**config.mk**
```make
export PLATFORM = sky130hd
export DESIGN_NAME = imem_loader
export DESIGN_NICKNAME = d
export VERILOG_FILES = /design/src/rtl/imem_loader_pkg.sv /design/src/rtl/imem_loader.sv
export SDC_FILE = /design/constraint.sdc
export NUM_CORES = 1
export LEC_CHECK = 0
export CAP_MARGIN = 20
export CORE_UTILIZATION = 33
export DETAILED_ROUTE_END_ITERATION = 6
export PLACE_DENSITY = 0.53
export SYNTH_ARGS = -nofsm -noshare
export SYNTH_HDL_FRONTEND = slang
export SYNTH_SLANG_ARGS = --single-unit
export TNS_END_PERCENT = 50
```
**constraint.sdc**
```tcl
create_clock -name clk -period 9.9 [get_ports clk]
set_input_delay 1.98 -clock clk [delete_from_list [all_inputs] [get_ports clk]]
set_output_delay 1.98 -clock clk [all_outputs]
set_load 0.01 [all_outputs]
```
**src/rtl/imem_loader_pkg.sv**
```systemverilog
// -----------------------------------------------------------------------------
// imem_loader_pkg
//   Shared pipeline package: base opcode defines used by the decode stage,
//   plus the instruction-memory loader FSM encoding and stream field widths.
//   No ports (package).
// -----------------------------------------------------------------------------
package imem_loader_pkg;

  // Major opcodes (instr[6:0]) shared with the decode stage.
  localparam logic [6:0] OPC_LUI    = 7'b0110111;
  localparam logic [6:0] OPC_AUIPC  = 7'b0010111;
  localparam logic [6:0] OPC_JAL    = 7'b1101111;
  localparam logic [6:0] OPC_JALR   = 7'b1100111;
  localparam logic [6:0] OPC_BRANCH = 7'b1100011;
  localparam logic [6:0] OPC_LOAD   = 7'b0000011;
  localparam logic [6:0] OPC_STORE  = 7'b0100011;
  localparam logic [6:0] OPC_OP_IMM = 7'b0010011;
  localparam logic [6:0] OPC_OP     = 7'b0110011;

  // Loader stream field widths.
  localparam int LDR_LEN_W      = 16;  // word count N / word index
  localparam int LDR_CHK_W      = 8;   // XOR checksum
  localparam int LDR_BYTE_CNT_W = 2;   // byte position inside a word

  typedef enum logic [2:0] {
    LDR_IDLE   = 3'd0,
    LDR_LEN_HI = 3'd1,
    LDR_LEN_LO = 3'd2,
    LDR_WORD   = 3'd3,
    LDR_CHK    = 3'd4,
    LDR_DONE   = 3'd5,
    LDR_ERR    = 3'd6
  } ldr_state_e;

  // Byte address of word idx; wraps modulo 2^32.
  function automatic logic [31:0] ldr_word_addr(input logic [31:0]          base,
                                                input logic [LDR_LEN_W-1:0] idx);
    return base + {{(32-LDR_LEN_W-2){1'b0}}, idx, 2'b00};
  endfunction

endpackage

```
**src/rtl/imem_loader.sv**
```systemverilog
// -----------------------------------------------------------------------------
// imem_loader
//   Receives a byte stream (2-byte big-endian word count N, N big-endian
//   32-bit words, 1 XOR checksum byte), writes each word into instruction
//   memory and holds the CPU in reset until a complete, checksum-correct
//   image has been loaded.
//
// Ports
//   clk                  in   clock, rising edge
//   reset                in   asynchronous active-high reset
//   start_ldr_i          in   pulse: begin (or restart) a load session
//   byte_valid_ldr_i     in   byte offered on byte_data_ldr_i
//   byte_data_ldr_i[7:0] in   stream byte
//   byte_ready_ldr_o     out  loader accepts a byte this cycle
//   wr_en_imem_ldr_o     out  imem write strobe (one cycle per word)
//   wr_addr_imem_ldr_o   out  imem byte address
//   wr_instr_imem_ldr_o  out  imem write data
//   cpu_reset_ldr_o      out  pipeline held in reset while high
//   done_ldr_o           out  image loaded, checksum good
//   err_ldr_o            out  load failed (length or checksum)
// -----------------------------------------------------------------------------
module imem_loader
  import imem_loader_pkg::*;
#(
  parameter int          IMEM_WORDS = 1024,
  parameter logic [31:0] BASE_ADDR  = 32'h0000_0000
) (
  input  logic        clk,
  input  logic        reset,
  input  logic        start_ldr_i,
  input  logic        byte_valid_ldr_i,
  input  logic [7:0]  byte_data_ldr_i,
  output logic        byte_ready_ldr_o,
  output logic        wr_en_imem_ldr_o,
  output logic [31:0] wr_addr_imem_ldr_o,
  output logic [31:0] wr_instr_imem_ldr_o,
  output logic        cpu_reset_ldr_o,
  output logic        done_ldr_o,
  output logic        err_ldr_o
);

  localparam logic [31:0] LP_MAX_WORDS = 32'(IMEM_WORDS);

  ldr_state_e                r_state;
  ldr_state_e                w_state_nxt;
  logic [LDR_LEN_W-1:0]      r_len;
  logic [LDR_LEN_W-1:0]      r_word_idx;
  logic [LDR_BYTE_CNT_W-1:0] r_byte_cnt;
  logic [31:0]               r_asm;
  logic [LDR_CHK_W-1:0]      r_chk;
  logic                      r_wr_en;
  logic [31:0]               r_wr_addr;
  logic [31:0]               r_wr_instr;

  logic                      w_ready;
  logic                      w_accept;
  logic                      w_last_byte;
  logic                      w_last_word;
  logic [LDR_LEN_W-1:0]      w_len_full;

  // A start pulse always wins: any byte offered in the same cycle is dropped.
  assign w_accept    = byte_valid_ldr_i && w_ready && !start_ldr_i;
  assign w_last_byte = (r_byte_cnt == 2'd3);
  assign w_last_word = ((r_word_idx + 16'd1) == r_len);
  // Full count as it will be once the low byte lands this cycle.
  assign w_len_full  = {r_len[15:8], byte_data_ldr_i};

  // ---------------------------------------------------------------------------
  // State register
  // ---------------------------------------------------------------------------
  // NOTE: sequential state uses non-blocking assignments so every register
  // samples pre-edge values regardless of statement order.
  always_ff @(posedge clk or posedge reset) begin
    if (reset) r_state <= LDR_IDLE;
    else       r_state <= w_state_nxt;
  end

  // ---------------------------------------------------------------------------
  // Next state and state-decoded outputs
  // ---------------------------------------------------------------------------
  // NOTE: every output of this block gets a default first; a path that leaves
  // one unassigned would infer a latch.
  always_comb begin
    w_state_nxt     = r_state;
    w_ready         = 1'b0;
    cpu_reset_ldr_o = 1'b1;
    done_ldr_o      = 1'b0;
    err_ldr_o       = 1'b0;

    unique case (r_state)
      LDR_IDLE:   ;
      LDR_LEN_HI: begin
        w_ready = 1'b1;
        if (w_accept) w_state_nxt = LDR_LEN_LO;
      end
      LDR_LEN_LO: begin
        w_ready = 1'b1;
        if (w_accept) begin
          if ({16'd0, w_len_full} > LP_MAX_WORDS) w_state_nxt = LDR_ERR;
          else if (w_len_full == '0)              w_state_nxt = LDR_CHK;
          else                                    w_state_nxt = LDR_WORD;
        end
      end
      LDR_WORD: begin
        w_ready = 1'b1;
        if (w_accept && w_last_byte && w_last_word) w_state_nxt = LDR_CHK;
      end
      LDR_CHK: begin
        w_ready = 1'b1;
        if (w_accept)
          w_state_nxt = (byte_data_ldr_i == r_chk) ? LDR_DONE : LDR_ERR;
      end
      LDR_DONE: begin
        cpu_reset_ldr_o = 1'b0;
        done_ldr_o      = 1'b1;
      end
      LDR_ERR: err_ldr_o = 1'b1;
      default: w_state_nxt = LDR_IDLE;
    endcase

    if (start_ldr_i) w_state_nxt = LDR_LEN_HI;
  end

  assign byte_ready_ldr_o = w_ready;

  // ---------------------------------------------------------------------------
  // Datapath: length, word assembly, checksum, write port
  // ---------------------------------------------------------------------------
  always_ff @(posedge clk or posedge reset) begin
    if (reset) begin
      r_len      <= '0;
      r_word_idx <= '0;
      r_byte_cnt <= '0;
      r_asm      <= '0;
      r_chk      <= '0;
      r_wr_en    <= 1'b0;
      r_wr_addr  <= BASE_ADDR;
      r_wr_instr <= '0;
    end else begin
      r_wr_en <= 1'b0;  // strobe is a single-cycle pulse
      if (start_ldr_i) begin
        r_len      <= '0;
        r_word_idx <= '0;
        r_byte_cnt <= '0;
        r_asm      <= '0;
        r_chk      <= '0;
        r_wr_addr  <= BASE_ADDR;
      end else if (w_accept) begin
        unique case (r_state)
          LDR_LEN_HI: r_len[15:8] <= byte_data_ldr_i;
          LDR_LEN_LO: r_len[7:0]  <= byte_data_ldr_i;
          LDR_WORD: begin
            r_asm      <= {r_asm[23:0], byte_data_ldr_i};
            r_chk      <= r_chk ^ byte_data_ldr_i;
            r_byte_cnt <= r_byte_cnt + 2'd1;
            if (w_last_byte) begin
              r_wr_en    <= 1'b1;
              r_wr_instr <= {r_asm[23:0], byte_data_ldr_i};
              r_wr_addr  <= ldr_word_addr(BASE_ADDR, r_word_idx);
              r_word_idx <= r_word_idx + 16'd1;
            end
          end
          default: ;
        endcase
      end
    end
  end

  assign wr_en_imem_ldr_o    = r_wr_en;
  assign wr_addr_imem_ldr_o  = r_wr_addr;
  assign wr_instr_imem_ldr_o = r_wr_instr;

endmodule

```
==> run metrics, run 1 <==
status finished, final reports clean; Initial Util 33.9%; Finished Layout Cells 852; Worst path max stage delay 0.88 ns; Die Ht 132 µm; Setup crit start kind primary input; Cell Chain, Critical Path clkdlybuf4s50_1 -> and3_1 -> buf_4 -> nand2_1 -> or4_2 -> nor2_1 -> nand3_1 -> xor2_1 -> nor2_1; Peak VDD IR 0.129 mV; Worst-Margin Slew 0.955 ns; detailed-route via count 4095; CP Launch Point byte_valid_ldr_i; Fin Clk Skew 0.00702 ns; fill count 1611; post-CTS setup buffers 0; Commonest cells post-synth dfrtp_1, nand2_1, a21oi_1; CP Class in -> reg; PwrDens 180 nW/µm²; vias in the first global route 4041; die area 17500 µm²; R2R Path End r_word_idx[15]$_DFFE_PP0P_; slew margin rel. 36.2%; first-pass GRT wire length 21100 µm; global placement routability congestion 0.781; number of synthesized flops with an enable pin 0; DP Cell Count 822; min-delay worst type reg -> reg; crit-path max FO 28; PortBufs 64; post-DP HPWL 8430 µm; Site Rows 47; depth of the worst register-to-register path 9; top cell type's share of synthesized area 52.6%; Distinct cells, synth 51; Yosys top cell by area dfrtp_1; Critical-path top delay cell or4_2; Num CTS Buffers 17; Syn Inst Count 569; Hold EP wr_instr_imem_ldr_o[15]$_DFFE_PP0P_; final wirelength 12500 µm; Worst-path clk slew 0.05 ns; Syn Std Cell Area 5620 µm²; Vias/cell 4.81; 1st-iter DRT viols 196; hold path cells 1; crit path capture type register; HP Start wr_instr_imem_ldr_o[15]$_DFFE_PP0P_; Critical Path RT 10.16 ns; Core ar. 16600 µm²; setup_tns 0 ns; ant diodes 0; Area Growth Syn to Fin 24.8%; total gr overflow 0; Total GRT Usage 15.4%; Worst-Skew Late Latency 0.41 ns; final hold vios 0; Post-synth ARST share 100%; CTS Hold Buffers Added 0; worst r2r src r_state[1]$_DFFE_PP0P_; most common cell in the netlist dfrtp_1; Pleak 0.00308 µW; R2R setup slack 6.40 ns; Die Width 132 µm; largest net degree at the start of global routing 88; crit path time final 4.80 ns; max_cap viols 0; Synth Register Bits 118; Ys Warns 0; ys flop type dfrtp_1; largest cells by area after synthesis dfrtp_1, nand2_1, mux2_2, xor2_1, a21oi_1; delay-heaviest family, CP simple AND/OR/NAND/NOR gates; ratio of cells with drive above 1 in the final layout 12.2%; post-cts resize count 0; arrival time worst endpoint 5.06 ns; Final period util 48.5%; clock sinks 118; Nets 635; FMAX 0.208 GHz; WHS 0.502 ns; Routed wire per std cell 14.7 µm; Mapped Avg Cell Area 9.87 µm²; First-pass DRT Iterations 4; WP buf/inv 2; max-slew violation count 0; worst-case clock buffer depth 2; CTS root buf clkbuf_16; final setup vio count 0; H-tree depth 4; sequential standard cell area 2950 µm²; most used cell, CP nor2_1; register area share after synthesis 52.6%; unrepaired setup endpoints after global routing no; ANT nets after route 0; antenna violations before repair 0; TritonCTS clock tree yes; multi-input logic area 2430 µm²; IO Pins 81; DR DRC count 0
==> final cells by class <==
class	instances	share of cell area, %
clock buffer	21	6.43
inverter	8	0.464
multi-input combinational	408	34.7
clock inverter	9	2.86
timing repair buffer	68	9.49
tap	220	3.93
sequential	118	42.1
==> placed cells by master (no fill, tap or decap), drive strengths merged, types with 3 or more instances in the layout <==
master,instances
a21oi,61
and3,4
buf,5
bufinv,6
clkbuf,21
clkdlybuf4s50,63
conb,16
dfrtp,118
inv,8
mux2,32
mux2i,8
nand2,116
nand3,13
nor2,43
nor2b,3
nor3,5
nor4,7
o211ai,3
o21ai,8
or3,3
or4,6
xnor2,16
xor2,35
==> registers in the layout, indices dropped and copies added, names as in the netlist <==
register             count
r_asm                   24
r_byte_cnt               2
r_chk                    8
r_len                   16
r_state                  3
r_word_idx              16
wr_addr_imem_ldr_o      16
wr_en_imem_ldr_o         1
wr_instr_imem_ldr_o     32
==> worst reg2reg max path: stages, from the launching register on <==
cell	delay, ns
dfrtp_1	0.51
nor2b_1	0.39
and3_1	0.21
buf_4	0.29
nand2_1	0.55
or4_2	0.89
nor2_1	0.20
nand3_1	0.11
xor2_1	0.15
nor2_1	0.06
==> through the flow <==
stage | instance area (µm²) | worst slack (ns) | power, µW | util, %
floorplan | 5670 | 4.79 | 570 | -
global placement | 6360 | 4.72 | 590 | 38.4
detailed placement | 6360 | 4.60 | 592 | 38.4
CTS | 7010 | 5.07 | 1280 | 42.3
global route | 7010 | 4.86 | 1320 | 42.3
finish | 7010 | 5.10 | 1270 | 42.3
==> power breakdown <==
| group | total, µW | switching, µW | internal, µW | leakage [µW] |
|---|---|---|---|---|
| logic | 80.5 | 52.7 | 27.8 | 0.00113 |
| clock network | 682 | 207 | 475 | 0.000309 |
| registers | 503 | 11.3 | 491 | 0.00164 |
==> cells by family after synthesis <==
| group | Yosys count | share of synthesized area, % |
|---|---|---|
| simple gates | 212 | 16.8 |
| flops | 118 | 52.6 |
| compound gates | 87 | 9.09 |
| buf+inv | 58 | 5.26 |
| xor+xnor | 51 | 7.95 |
| mux | 40 | 7.84 |
| fa+ha+maj | 2 | 0.445 |
| other cells | 1 | 0.0668 |
==> per-layer routing <==
layer  up-vias  global-route usage (%)  share of wire (%)
li1       1995                       -                  -
met1      2000                    20.0                 45
met2        88                    24.7                 49
met3        12                    4.14                4.4
met4         0                    5.36                1.2
met5         -                       0                  0
==> worst max-delay path by stage <==
stage / endpoint / depth (start not counted)
5_1_grt: r_word_idx[15]$_DFFE_PP0P_ / 9
4_1_cts: wr_instr_imem_ldr_o[27]$_DFFE_PP0P_ / 6
3_5_place_dp: wr_instr_imem_ldr_o[27]$_DFFE_PP0P_ / 6
3_3_place_gp: r_word_idx[15]$_DFFE_PP0P_ / 9
6_report: r_word_idx[15]$_DFFE_PP0P_ / 9
2_1_floorplan: r_asm[0]$_DFFE_PP0P_ / 1
(Power assumes the default switching activity.)
==> run 2: changes to the inputs <==
PLACE_DENSITY = 0.55   (was 0.53)
clock period = 4.4 ns   (was 9.9 ns; I/O delays follow)
==> run 2 against run 1 <==
Compared with the run above:
- first-iteration DRC count grew 12%
- largest cell class unchanged
- worst hold slack gained 0.0011 ns
- cell area grew 0.84%
- highest routed layer unchanged
==> run metrics, run 2 (synthesized netlist as in run 1, its figures left out) <==
status finished, final reports clean; Area Growth Syn to Fin 25.8%; IO Pins 81 (unchanged); hold path cells 1 (unchanged); min-delay worst type reg -> reg; Critical Path RT 4.70 ns (-5.46 ns); final setup vio count 0 (unchanged); unrepaired setup endpoints after global routing no; Top Usage Layer GRT met2; M2 GR Usage 24.9% (+0.20 points); detailed-route via count 4149 (+1.3%); largest net degree at the start of global routing 87 (-1.1%); most common cell after layout, fill and taps aside dfrtp_1; final instance area 7070 µm² (+0.84%); crit path time final 3.46 ns; clock sinks 118 (unchanged); CTS Hold Buffers Added 0 (unchanged); Pleak 0.00311 µW (+1.1%); Vias/cell 4.84 (+0.73%); CP Class in -> reg; HP Start wr_instr_imem_ldr_o[29]$_DFFE_PP0P_; CTS root buf clkbuf_16; multi-input logic area 2430 µm² (-0.21%); DP Area 6400 µm² (+0.67%); Finished Layout Cells 857 (+0.59%); DP Cell Count 825 (+0.36%); Worst-Skew Late Latency 0.42 ns (about the same); Initial Util 33.9% (unchanged); Fin Clk Skew 0.00693 ns (-0.0000878 ns); max-slew violation count 0 (unchanged); Die Width 132 µm (unchanged); PwrDens 406 nW/µm² (+120%); depth of the worst register-to-register path 8 (-1); max_cap viols 0 (unchanged); worst-case clock buffer depth 2 (unchanged); setup_tns 0 ns (unchanged); global placement routability congestion 0.828 (+6.1%); die area 17500 µm² (unchanged); final wirelength 13000 µm (+3.6%); post-DP HPWL 8530 µm (+1.2%); total gr overflow 0 (unchanged); Worst-path clk slew 0.05 ns (about the same); Die Ht 132 µm (unchanged); Peak VDD IR 0.296 mV (+130%); ant diodes 0 (unchanged); final hold vios 0 (unchanged); FMAX 0.289 GHz; WHS 0.503 ns (+0.00111 ns); First-pass DRT Iterations 5 (+1); GRT met3 Usage 4.75% (+0.61 points); PortBufs 64 (unchanged); crit path capture type register; R2R setup slack 1.14 ns (-5.26 ns); Worst-Margin Slew 1.02 ns (+0.0702 ns); Nets 638 (+0.47%); TritonCTS clock tree yes; vias in the first global route 4135 (+2.3%); arrival time worst endpoint 3.76 ns (-1.30 ns); antenna violations before repair 0 (unchanged); first-pass GRT wire length 21800 µm (+3.3%); 1st-iter DRT viols 219 (+12%); M1 GR Usage 21.3% (+1.3 points); DR DRC count 0 (unchanged); post-cts resize count 0 (unchanged); Site Rows 47 (unchanged); ratio of cells with drive above 1 in the final layout 13.0% (+0.85 points); fill count 1639 (+1.7%); Num CTS Buffers 17 (unchanged); ANT nets after route 0 (unchanged); R2R Path End r_state[0]$_DFFE_PP0P_; sequential standard cell area 2950 µm² (unchanged); max FFs per register 32 (unchanged); worst r2r src r_word_idx[0]$_DFFE_PP0P_; Final period util 78.7%; Hold EP wr_instr_imem_ldr_o[29]$_DFFE_PP0P_; post-CTS setup buffers 0 (unchanged); H-tree depth 4 (unchanged); slew margin rel. 31.5% (-4.7 points); Setup crit start kind primary input; most frequent cells in the layout dfrtp_1, nand2_1, clkdlybuf4s50_1; Routed wire per std cell 15.2 µm (+3.0%); Total GRT Usage 16.1% (+0.66 points); Core ar. 16600 µm² (unchanged); Layout Utilization 42.6% (+0.35 points); crit-path max FO 9 (-68%)
## run 2: worst max-delay path by stage
stage | slack [ns] | to | startpoint | cells past startpoint
after floorplan | 0.39 | r_asm[0]$_DFFE_PP0P_ | reset | 1
after global placement | 0.57 | r_state[0]$_DFFE_PP0P_ | byte_valid_ldr_i | 8
after detailed placement | 0.52 | r_state[0]$_DFFE_PP0P_ | byte_valid_ldr_i | 8
after CTS | 0.96 | r_state[0]$_DFFE_PP0P_ | byte_valid_ldr_i | 8
after global routing | 0.78 | r_state[0]$_DFFE_PP0P_ | byte_valid_ldr_i | 8
final | 0.94 | r_state[0]$_DFFE_PP0P_ | byte_valid_ldr_i | 8
## run 2: cell type report
class                           count  area share (%)
Clock buffer                       22            6.71
Clock inverter                     10            2.73
Inverter                            8           0.460
Multi-Input combinational cell    408            34.4
Sequential cell                   118            41.8
Tap cell                          220            3.89
Timing Repair Buffer               71            10.1
## run 2: metrics by stage
stage,total power (µW),setup WS [ns]
after floorplan,1280,0.391
after global placement,1330,0.567
after detailed placement,1340,0.522
after CTS,2900,0.961
after global routing,2980,0.780
final,2870,0.937
## run 2: layer usage
| metal | up-vias | wire [µm] |
|---|---|---|
| met2 | 85 | 6060 |
| met3 | 15 | 516 |
| met1 | 2044 | 6250 |
| met4 | 0 | 170 |
| li1 | 2005 | - |
| met5 | - | 0 |
## run 2: critical path, stage by stage
cell and delay (ns):
clkdlybuf4s50_1 0.63, nand2_1 0.07, or4_1 0.50, or4_1 0.53, a2111oi_4 0.32, o2111ai_1 0.26, and3_1 0.25, a311o_1 0.31
## run 2: power breakdown
part           internal (µW)  switching [µW]  leakage (µW)
Sequential              1100            25.5       0.00164
Combinational           63.9             122       0.00115
Clock                   1050             500      0.000321
Total                   2220             647       0.00311
